===== src/rtl/fir_xifu_wb_queue.sv =====
// Writeback queue for the FIR XIFU coprocessor: holds issued instructions in program order,
// absorbs in-order memory data and out-of-order commit/kill, and retires the oldest entry.
module fir_xifu_wb_queue #(
  parameter int unsigned DEPTH    = 4,
  parameter int unsigned ID_WIDTH = 4,
  parameter int unsigned XLEN     = 32
) (
  input  logic                clk_i,
  input  logic                rst_ni,
  input  logic                in_valid_i,
  output logic                in_ready_o,
  input  logic [1:0]          in_instr_i,
  input  logic [ID_WIDTH-1:0] in_id_i,
  input  logic [XLEN-1:0]     in_result_i,
  input  logic [4:0]          in_rd_i,
  input  logic [4:0]          in_rs1_i,
  input  logic                mem_valid_i,
  input  logic [XLEN-1:0]     mem_rdata_i,
  input  logic                commit_valid_i,
  input  logic [ID_WIDTH-1:0] commit_id_i,
  input  logic                commit_kill_i,
  output logic                result_valid_o,
  input  logic                result_ready_i,
  output logic [ID_WIDTH-1:0] result_id_o,
  output logic [XLEN-1:0]     result_data_o,
  output logic [4:0]          result_rd_o,
  output logic                result_we_o,
  output logic                rf_we_o,
  output logic [4:0]          rf_rd_o,
  output logic [XLEN-1:0]     rf_wdata_o,
  output logic                clear_valid_o,
  output logic [ID_WIDTH-1:0] clear_id_o,
  output logic                mem_err_o
);

  localparam int unsigned PtrW = (DEPTH > 1) ? $clog2(DEPTH) : 1;
  localparam int unsigned CntW = $clog2(DEPTH + 1);

  typedef enum logic [1:0] {InstrInvalid, InstrLw, InstrSw, InstrDotp} instr_e;

  instr_e                instr_q  [DEPTH];
  logic [ID_WIDTH-1:0]   id_q     [DEPTH];
  logic [XLEN-1:0]       result_q [DEPTH];
  logic [XLEN-1:0]       rdata_q  [DEPTH];
  logic [4:0]            rd_q     [DEPTH];
  logic [4:0]            rs1_q    [DEPTH];
  logic [DEPTH-1:0]      valid_q, committed_q, killed_q, mem_done_q;
  logic [PtrW-1:0]       head_q, tail_q;
  logic [CntW-1:0]       count_q;
  logic                  mem_err_q;

  logic                  full, enq, pop, head_ok, head_live, head_killed;
  logic                  mem_hit, mem_to_new, in_ldst, in_commit_hit, id_dup;
  logic [PtrW-1:0]       mem_idx;
  logic [DEPTH-1:0]      commit_hit;

  always_comb begin
    full          = (count_q == CntW'(DEPTH));
    enq           = in_valid_i && !full && (in_instr_i != InstrInvalid);
    in_ldst       = (in_instr_i == InstrLw) || (in_instr_i == InstrSw);
    head_killed   = killed_q[head_q];
    head_ok       = valid_q[head_q] && (head_killed || (committed_q[head_q] &&
                    (instr_q[head_q] == InstrDotp || mem_done_q[head_q])));
    head_live     = head_ok && !head_killed;
    pop           = head_ok && (head_killed || result_ready_i);

    // Oldest pending LW/SW, scanning from head in program order.
    mem_hit = 1'b0;
    mem_idx = '0;
    for (int unsigned k = 0; k < DEPTH; k++) begin
      if (!mem_hit && valid_q[head_q + PtrW'(k)] && !mem_done_q[head_q + PtrW'(k)] &&
          !killed_q[head_q + PtrW'(k)] && (instr_q[head_q + PtrW'(k)] == InstrLw ||
          instr_q[head_q + PtrW'(k)] == InstrSw)) begin
        mem_hit = 1'b1;
        mem_idx = head_q + PtrW'(k);
      end
    end
    mem_to_new    = mem_valid_i && !mem_hit && enq && in_ldst;
    in_commit_hit = commit_valid_i && (commit_id_i == in_id_i);

    id_dup = 1'b0;
    for (int unsigned i = 0; i < DEPTH; i++) begin
      commit_hit[i] = commit_valid_i && valid_q[i] && (id_q[i] == commit_id_i);
      if (valid_q[i] && (id_q[i] == in_id_i) && !(pop && (PtrW'(i) == head_q))) id_dup = 1'b1;
    end
  end

  always_ff @(posedge clk_i or negedge rst_ni) begin
    if (!rst_ni) begin
      for (int unsigned i = 0; i < DEPTH; i++) begin
        instr_q[i]  <= InstrInvalid;
        id_q[i]     <= '0;
        result_q[i] <= '0;
        rdata_q[i]  <= '0;
        rd_q[i]     <= '0;
        rs1_q[i]    <= '0;
      end
      valid_q     <= '0;
      committed_q <= '0;
      killed_q    <= '0;
      mem_done_q  <= '0;
      head_q      <= '0;
      tail_q      <= '0;
      count_q     <= '0;
      mem_err_q   <= 1'b0;
    end else begin
      for (int unsigned i = 0; i < DEPTH; i++) begin
        if (commit_hit[i]) begin
          if (!commit_kill_i)       committed_q[i] <= 1'b1;
          else if (!committed_q[i]) killed_q[i]    <= 1'b1;
        end
      end
      if (mem_valid_i && mem_hit) begin
        mem_done_q[mem_idx] <= 1'b1;
        rdata_q[mem_idx]    <= mem_rdata_i;
      end
      if (pop) begin
        valid_q[head_q] <= 1'b0;
        head_q          <= head_q + 1'b1;
      end
      if (enq) begin
        instr_q[tail_q]     <= instr_e'(in_instr_i);
        id_q[tail_q]        <= in_id_i;
        result_q[tail_q]    <= in_result_i;
        rd_q[tail_q]        <= in_rd_i;
        rs1_q[tail_q]       <= in_rs1_i;
        rdata_q[tail_q]     <= mem_to_new ? mem_rdata_i : '0;
        valid_q[tail_q]     <= 1'b1;
        committed_q[tail_q] <= in_commit_hit && !commit_kill_i;
        killed_q[tail_q]    <= in_commit_hit && commit_kill_i;
        mem_done_q[tail_q]  <= mem_to_new;
        tail_q              <= tail_q + 1'b1;
      end
      if (enq && !pop)      count_q <= count_q + 1'b1;
      else if (!enq && pop) count_q <= count_q - 1'b1;
      mem_err_q <= mem_valid_i && !mem_hit && !mem_to_new;
    end
  end

  always_ff @(posedge clk_i) begin
    if (rst_ni && enq) assert (!id_dup) else $error("duplicate id %0h enqueued", in_id_i);
  end

  always_comb begin
    in_ready_o     = !full;
    result_valid_o = head_live;
    result_id_o    = head_live ? id_q[head_q] : '0;
    result_data_o  = head_live ? result_q[head_q] : '0;
    result_rd_o    = head_live ? rs1_q[head_q] : '0;
    result_we_o    = head_live && (instr_q[head_q] != InstrDotp);
    rf_we_o        = pop && !head_killed && (instr_q[head_q] != InstrSw);
    rf_rd_o        = rf_we_o ? rd_q[head_q] : '0;
    rf_wdata_o     = !rf_we_o ? '0 : (instr_q[head_q] == InstrLw) ? rdata_q[head_q] : result_q[head_q];
    clear_valid_o  = pop;
    clear_id_o     = pop ? id_q[head_q] : '0;
    mem_err_o      = mem_err_q;
  end

endmodule


===== config.mk =====
export PLATFORM = sky130hd
export DESIGN_NAME = fir_xifu_wb_queue
export DESIGN_NICKNAME = d
export VERILOG_FILES = /design/src/rtl/fir_xifu_wb_queue.sv
export SDC_FILE = /design/constraint.sdc
export NUM_CORES = 1
export LEC_CHECK = 0
export ABC_CLOCK_PERIOD_IN_PS = 5400
export BUFFER_PORTS_ARGS = -buffer_cell sky130_fd_sc_hd__buf_4
export CAP_MARGIN = 20
export CORE_MARGIN = 2
export CORE_UTILIZATION = 59
export CTS_CLUSTER_DIAMETER = 100
export DETAILED_ROUTE_END_ITERATION = 10
export HOLD_SLACK_MARGIN = 0.1
export MAX_ROUTING_LAYER = met4
export PLACE_DENSITY = 0.8
export SYNTH_ARGS = -nofsm -noshare
export SYNTH_HDL_FRONTEND = slang
export SYNTH_SLANG_ARGS = --single-unit

===== constraint.sdc =====
create_clock -name clk_i -period 5.4 [get_ports clk_i]
set_input_delay 1.08 -clock clk_i [delete_from_list [all_inputs] [get_ports clk_i]]
set_output_delay 1.08 -clock clk_i [all_outputs]
set_load 0.01 [all_outputs]

==> flow_metrics.py, run 1 <==
metrics = {
    "run_status": {
        "status": "finished, final reports clean",
    },
    "clock_tree": {
        "numCtsBuffers": 37,
        "hold_buffers": 0,
        "clock_sinks": 344,
        "cts_setup_buffers": 0,
        "cts_tree": "built",
        "clk_latency_ps": 520,
        "cts_buffer_depth": 3,
        "cts_htree_levels": 2,
        "cts_root_buf": "clkbuf_16",
        "clk_pin_slew_ps": 60,
        "cts_resized": 0,
    },
    "critical_path": {
        "crit_type": "flop to primary output",
        "critPathMaxFanout": 42,
        "start_kind": "flop",
        "arrival_ps": 3840,
        "end_kind": "primary output",
        "cp.required_ps": 4320,
    },
    "yosys": {
        "synth-seq-cells": 344,
        "yosys_warnings": 0,
        "synth_most_common_cell": "dfrtp_1",
        "synthTopCellsByArea": "dfrtp_1 53%, mux2_2 13%, mux4_2 12%, a22o_1 7.1%, mux2i_1 2.2%",
        "yosys-top-cells-count": "344 x dfrtp_1, 185 x mux2_2, 132 x a22o_1",
        "yosysSeqAreaShare": 0.5285,
        "synth_top_area_frac": 0.5285,
        "yosysTopAreaCell": "dfrtp_1",
        "synth.distinct_cells": 50,
        "synthCells": 1150,
        "syn_avg_cell_area_um2": 14.16,
        "ys_async_sr_fraction": 1.000,
        "syn-cell-area_um2": 16290,
        "synth_ff_type": "dfrtp_1",
        "syn_nets": 1255,
        "synth_edf_count": 0,
    },
    "detailed_routing": {
        "route.detailed.drc": 0,
        "routedWlPerCell_um": 23.66,
        "wl_um": 39600,
        "vias_per_cell": 6.398,
        "drt_iter0_drc": 984,
        "vias": 10710,
        "firstDrtPassIters": 5,
        "final_antenna_net_count": 0,
    },
    "sta": {
        "layout_worst_path_cycle_share": 0.9116,
        "tightest_slew_ps": 1147,
        "clock.fmax_mhz": 203.1,
        "fin_crit_ps": 4923,
        "hold_viol": 0,
        "slew_headroom": 0.2354,
        "setup_viol": 0,
        "setup_ws_ps": 477.2,
        "final.setup.tns_ps": 0,
        "drv_slew": 0,
        "skew_ps": 22.21,
        "rsz0062_at_grt": "no",
    },
    "floorplan": {
        "pin_count": 179,
        "num_rows": 60,
        "die-height_um": 170.1,
        "dieArea_um2": 28950,
        "fp.coreArea_um2": 27030,
        "die_w_um": 170.1,
        "start_util": 0.6026,
    },
    "layout": {
        "nets": 1411,
        "syn_to_final_growth_pct": 18.68,
        "final_layout_size_suffix_gt1_frac": 0.4212,
    },
    "pwr": {
        "leakage_nw": 8.582,
        "power.density_nw_per_um2": 721.1,
        "swShare": 0.3746,
        "p_int_w": 0.008716,
        "p_switching_w": 0.005222,
        "seqPwrFrac": 0.325,
        "power_frac_comb": 0.492,
        "p_clk_frac": 0.183,
        "ir_drop_mv": 0.5092,
    },
    "placed_design": {
        "hpwl_um": 24910,
        "pre_cts_ws_ps": 833.4,
        "io_buffer_count": 178,
        "gp_congestion": 0.8487,
    },
    "grt": {
        "antenna_found_initial": 1,
        "grt_pass1_wl_um": 62840,
        "grt_pass1_vias": 11230,
        "grt.total_usage": 0.2882,
        "grt_overflow_total": 0,
        "grt_max_degree": 139,
    },
    "flow_run": {
        "max-cap-violations": 0,
    },
    "min_path": {
        "min_path_type": "flop to flop",
    },
}
[cells by family after synthesis]
group / Yosys count / share of synthesized area
muxes: 305 / 0.2662
adders and majority gates: 14 / 0.01122
buffers and inverters: 102 / 0.02466
and+or+nand+nor: 157 / 0.05124
DFF: 344 / 0.5285
AOI/OAI and AO/OA: 199 / 0.1026
xor gates and xnor gates: 29 / 0.01559
[area by class of cell]
type	instances	area, um2
antenna	1	2.502
inverter	14	52.55
multi-input combinational	704	7375
clock inverter	13	138.9
clock buffer	52	1114
sequential	344	8616
timing repair buffer	205	1604
fill	1779	7697
tap	341	426.7
[power by group through the flow]
stage	sequential [W]	combinational (W)	clock (W)
2_1_floorplan	0.00421	0.00493	0
6_report	0.00453	0.00685	0.00255
3_3_place_gp	0.00447	0.00663	0
5_1_grt	0.00465	0.00735	0.00271
4_1_cts	0.00451	0.00680	0.00260
3_5_place_dp	0.00453	0.00676	0
[state kept, by name, indices dropped and copies added, names as in the netlist, 3 cells and up]
signal	flops
valid_q	4
rs1_q	20
rdata_q	128
count_q	3
result_q	128
killed_q	4
id_q	16
committed_q	4
mem_done_q	4
instr_q	8
rd_q	20
[path summary, 6_finish.rpt]
kind	from	end	slack (ps)	cells past startpoint
setup / recovery	head_q[1]	rf_wdata_o[23]	480	10
max in group asynchronous	rst_ni	rdata_q[50]	3750	2
min in group asynchronous	rst_ni	id_q[15]	530	1
hold reg to reg	rdata_q[71]	rdata_q[71]	500	1
setup reg to reg	head_q[1]	rdata_q[78]	1260	9
hold / removal	rdata_q[71]	rdata_q[71]	500	1
[layout by cell type, fill, tap and decap left out, types with 5 or more instances in the layout]
cell / netlist / final
a21o_1: 5 / 5
a21oi_1: 6 / 6
a22o_1: 132 / 132
and2_1: 46 / 42
buf_4: 0 / 200
clkbuf_16: 0 / 38
clkbuf_8: 0 / 11
clkinv_2: 0 / 6
dfrtp_1: 344 / 342
ha_1: 13 / 12
inv_1: 14 / 14
mux2_2: 185 / 185
mux2i_1: 36 / 36
mux4_2: 84 / 84
nand2_1: 26 / 26
nand3_1: 5 / 5
nor2_1: 44 / 43
nor2b_1: 10 / 10
o2111ai_1: 5 / 5
o21ai_0: 18 / 18
o22ai_1: 6 / 6
xnor2_1: 10 / 10
xor2_1: 19 / 19
[routing by layer]
layer | share of wire | GRT usage
met1 | 0.42 | 0.3977
met2 | 0.49 | 0.4479
met3 | 0.074 | 0.05605
met4 | 0.019 | 0.07209
met5 | 0 | -
[worst max-delay path, stage by stage, from the launching register on]
cell,delay [ps]
dfrtp_4,840
mux4_2,450
ha_1,240
o21a_1,180
o21ai_0,420
nor2_4,180
buf_12,230
nand3b_1,140
buf_4,350
nor2_1,110
buf_4,150
[through the flow]
step                      utilization  cells  hold slack [ps]  power [W]  area, um2
after floorplan                     -   1150            463.0   0.009140      16290
after global placement         0.6670   1606            480.8    0.01110      18030
after detailed placement       0.6670   1606            487.1    0.01129      18030
after CTS                      0.7133   1671            503.7    0.01391      19280
after global routing           0.7152   1674            511.1    0.01472      19330
final                          0.7152   1674            499.9    0.01394      19330
Power figures use the tool's default switching activity.
==> run 2, diff against run 1 <==
ABC_AREA = 1   (was not set)
CORE_UTILIZATION = 60   (was 59)
GPL_TIMING_DRIVEN = 0   (was not set)
==> run 2 against run 1 <==
The flow now finishes with violations (setup timing). Cell area increased by 16%. Die area increased by 15%. Area after synthesis increased by 18%. Critical endpoint is now rf_wdata_o[0].
==> flow_metrics.py, run 2 <==
metrics = {
    "yosys": {
        "syn_nets": 2725,
        "synth_top_area_frac": 0.4488,
        "yosysSeqAreaShare": 0.4488,
        "syn_avg_cell_area_um2": 7.321,
        "synthTopCellsByArea": "dfrtp_1 45%, nand2_1 17%, o21ai_0 5.9%, inv_1 5.2%, nand4_1 4.4%",
        "synth_most_common_cell": "nand2_1",
        "ys_async_sr_fraction": 1.000,
        "synth_edf_count": 0,
        "synth_ff_type": "dfrtp_1",
        "yosys-top-cells-count": "892 x nand2_1, 344 x dfrtp_1, 267 x inv_1",
        "synthCells": 2620,
        "yosysTopAreaCell": "dfrtp_1",
        "syn-cell-area_um2": 19180,
        "synth.distinct_cells": 38,
        "synth-seq-cells": 344,
        "yosys_warnings": 0,
    },
    "pwr": {
        "leakage_nw": 11.58,
        "finalPower_w": 0.01757,
        "power.density_nw_per_um2": 781.4,
        "ir_drop_mv": 0.4692,
    },
    "sta": {
        "skew_ps": 30.70,
        "rsz0062_at_grt": "no",
        "hold_viol": 0,
        "tightest_slew_ps": 1117,
        "slew_headroom": 0.2535,
        "layout_worst_path_cycle_share": 1.005,
        "setup_ws_ps": -25.84,
        "setup_viol": 2,
        "clock.fmax_mhz": 184.3,
        "drv_slew": 0,
        "fin_crit_ps": 5426,
    },
    "clock_tree": {
        "cts_buffer_depth": 3,
        "clock_sinks": 344,
        "cts_tree": "built",
        "clk_latency_ps": 570,
        "cts_root_buf": "clkbuf_16",
        "numCtsBuffers": 39,
        "hold_buffers": 0,
        "clk_pin_slew_ps": 60,
        "cts_htree_levels": 2,
    },
    "grt": {
        "grt_overflow_total": 0,
        "antenna_found_initial": 5,
        "grt_pass1_vias": 19720,
        "grt_pass1_wl_um": 112200,
        "grt_max_degree": 105,
        "grt.total_usage": 0.4518,
    },
    "detailed_routing": {
        "wl_um": 73190,
        "final_antenna_net_count": 0,
        "vias": 20540,
        "drt_iter0_drc": 2735,
        "routedWlPerCell_um": 22.34,
        "vias_per_cell": 6.269,
        "firstDrtPassIters": 7,
        "route.detailed.drc": 0,
    },
    "run_status": {
        "violations": "setup timing",
        "status": "complete, but fails checks",
    },
    "floorplan": {
        "die-height_um": 182.8,
        "fp.coreArea_um2": 31560,
        "die_w_um": 182.8,
        "start_util": 0.6079,
        "dieArea_um2": 33420,
        "num_rows": 65,
        "pin_count": 179,
    },
    "placed_design": {
        "gp_congestion": 1.019,
        "dp.cells": 3202,
        "io_buffer_count": 177,
        "placed_cell_area_um2": 21110,
        "hpwl_um": 50900,
    },
    "layout": {
        "fillers": 2636,
        "layout_common_cells": "892 x nand2_1, 344 x dfrtp_1, 267 x inv_1",
        "final_area_um2": 22490,
        "final_layout_size_suffix_gt1_frac": 0.1287,
        "syn_to_final_growth_pct": 17.25,
        "final_common_cell": "nand2_1",
        "final_cell_count_no_fill": 3276,
        "largestRegisters": "rdata_q x128, result_q x128",
        "nets": 2944,
    },
    "critical_path": {
        "r2r_slack_ps": 700,
        "slowest_stage": "clkbuf_1",
        "max_stage_delay_ps": 750,
        "critPathMaxFanout": 10,
        "cp.required_ps": 4320,
        "cp.buffers_inverters": 5,
        "crit_type": "flop to primary output",
        "crit_family": "buffers and inverters",
        "crit_top_cell": "clkbuf_1",
        "start_kind": "flop",
        "arrival_ps": 4350,
        "end_kind": "primary output",
        "cp_cell_sequence": "buf_2, clkbuf_1, clkbuf_1, clkbuf_1, o211ai_1, a221oi_1, buf_4",
    },
    "min_path": {
        "min_path_type": "input pin to asynchronous set/reset pin",
    },
    "flow_run": {
        "max-cap-violations": 0,
    },
}
## run 2: cell types whose count changed after synthesis, moves of 36 or more
cell	before	now
a21oi_1	6	55
a22o_1	132	0
and2_1	46	0
clkbuf_1	47	112
inv_1	14	267
mux2_2	185	1
mux2i_1	36	0
mux4_2	84	0
nand2_1	26	892
nand3_1	5	152
nand4_1	4	134
nor2_1	44	111
o21ai_0	18	228
## run 2: report_power, final
group,switching [W],total [W],internal (W),leakage [nW]
logic,0.00737,0.0104,0.00305,6.69
clock network,0.00113,0.00267,0.00154,0.620
registers,0.000658,0.00449,0.00383,4.27
total,0.00915,0.0176,0.00842,11.6
## run 2: cells by family (layout without fill, tap and decap cells)
group,after synthesis,count (layout),synth area share
buf+inv,477,724,0.09941
simple gates,1330,1330,0.2968
xor+xnor,10,10,0.004566
flops,344,344,0.4488
mux,1,1,0.0005870
other cells,0,7,0
fa+ha+maj,14,14,0.009523
compound gates,444,444,0.1403
## run 2: what timing repair did
item                       4_1_cts  5_1_grt
gates resized for setup         21        3
setup buffers                    0        0
setup endpoints to repair       87       37
## run 2: worst reg2reg max path: cells and delay by family, from the launching register on
family	cells	cell delay, ps
buffers and inverters	7	2450
AO/OA/AOI/OAI	1	270
flip-flops	1	500
AND/OR/NAND/NOR	8	950
adder cells (fa/ha/maj)	1	400
## run 2: metal layers
layer / global-route usage / wire length, um
met1: 0.5928 / 27840
met3: 0.1247 / 10130
met5: - / 0
met2: 0.6523 / 31650
met4: 0.2150 / 3569
## run 2: area by class of cell
class | instances | area, um2 | share of cell area
diodes | 7 | 17.52 | 0.0007789
plain buffers | 199 | 875.8 | 0.03894
clock buffers | 60 | 1165 | 0.05179
clock inverters | 9 | 98.84 | 0.004395
inverters | 276 | 1036 | 0.04606
multi-input cells | 1799 | 8767 | 0.3898
flip-flops and latches | 344 | 8608 | 0.3828
well taps | 402 | 503.0 | 0.02236
repair buffers | 180 | 1419 | 0.06309
## run 2: path summary, 6_finish.rpt
| check | startpoint | end | depth (start not counted) |
|---|---|---|---|
| worst max register to register | head_q[0] | rdata_q[49] | 17 |
| min in group clk_i | count_q[2] | count_q[2] | 1 |
| worst max-delay path | head_q[0] | rf_wdata_o[0] | 7 |
| max in group asynchronous | rst_ni | rdata_q[79] | 3 |
| worst min register to register | count_q[2] | count_q[2] | 1 |
| worst min-delay path | rst_ni | rd_q[2] | 1 |
## run 2: through the flow
stage | TNS, ps | util | setup slack, ps | hold slack, ps
2_1_floorplan | 0 | - | 1279 | 445.1
3_3_place_gp | -68270 | 0.6659 | -1485 | 460.2
3_5_place_dp | -64290 | 0.6688 | -1496 | 467.7
4_1_cts | 0 | 0.7116 | 42.92 | 478.6
5_1_grt | 0 | 0.7127 | 9.366 | 493.1
6_report | -42.73 | 0.7127 | -25.84 | 454.8
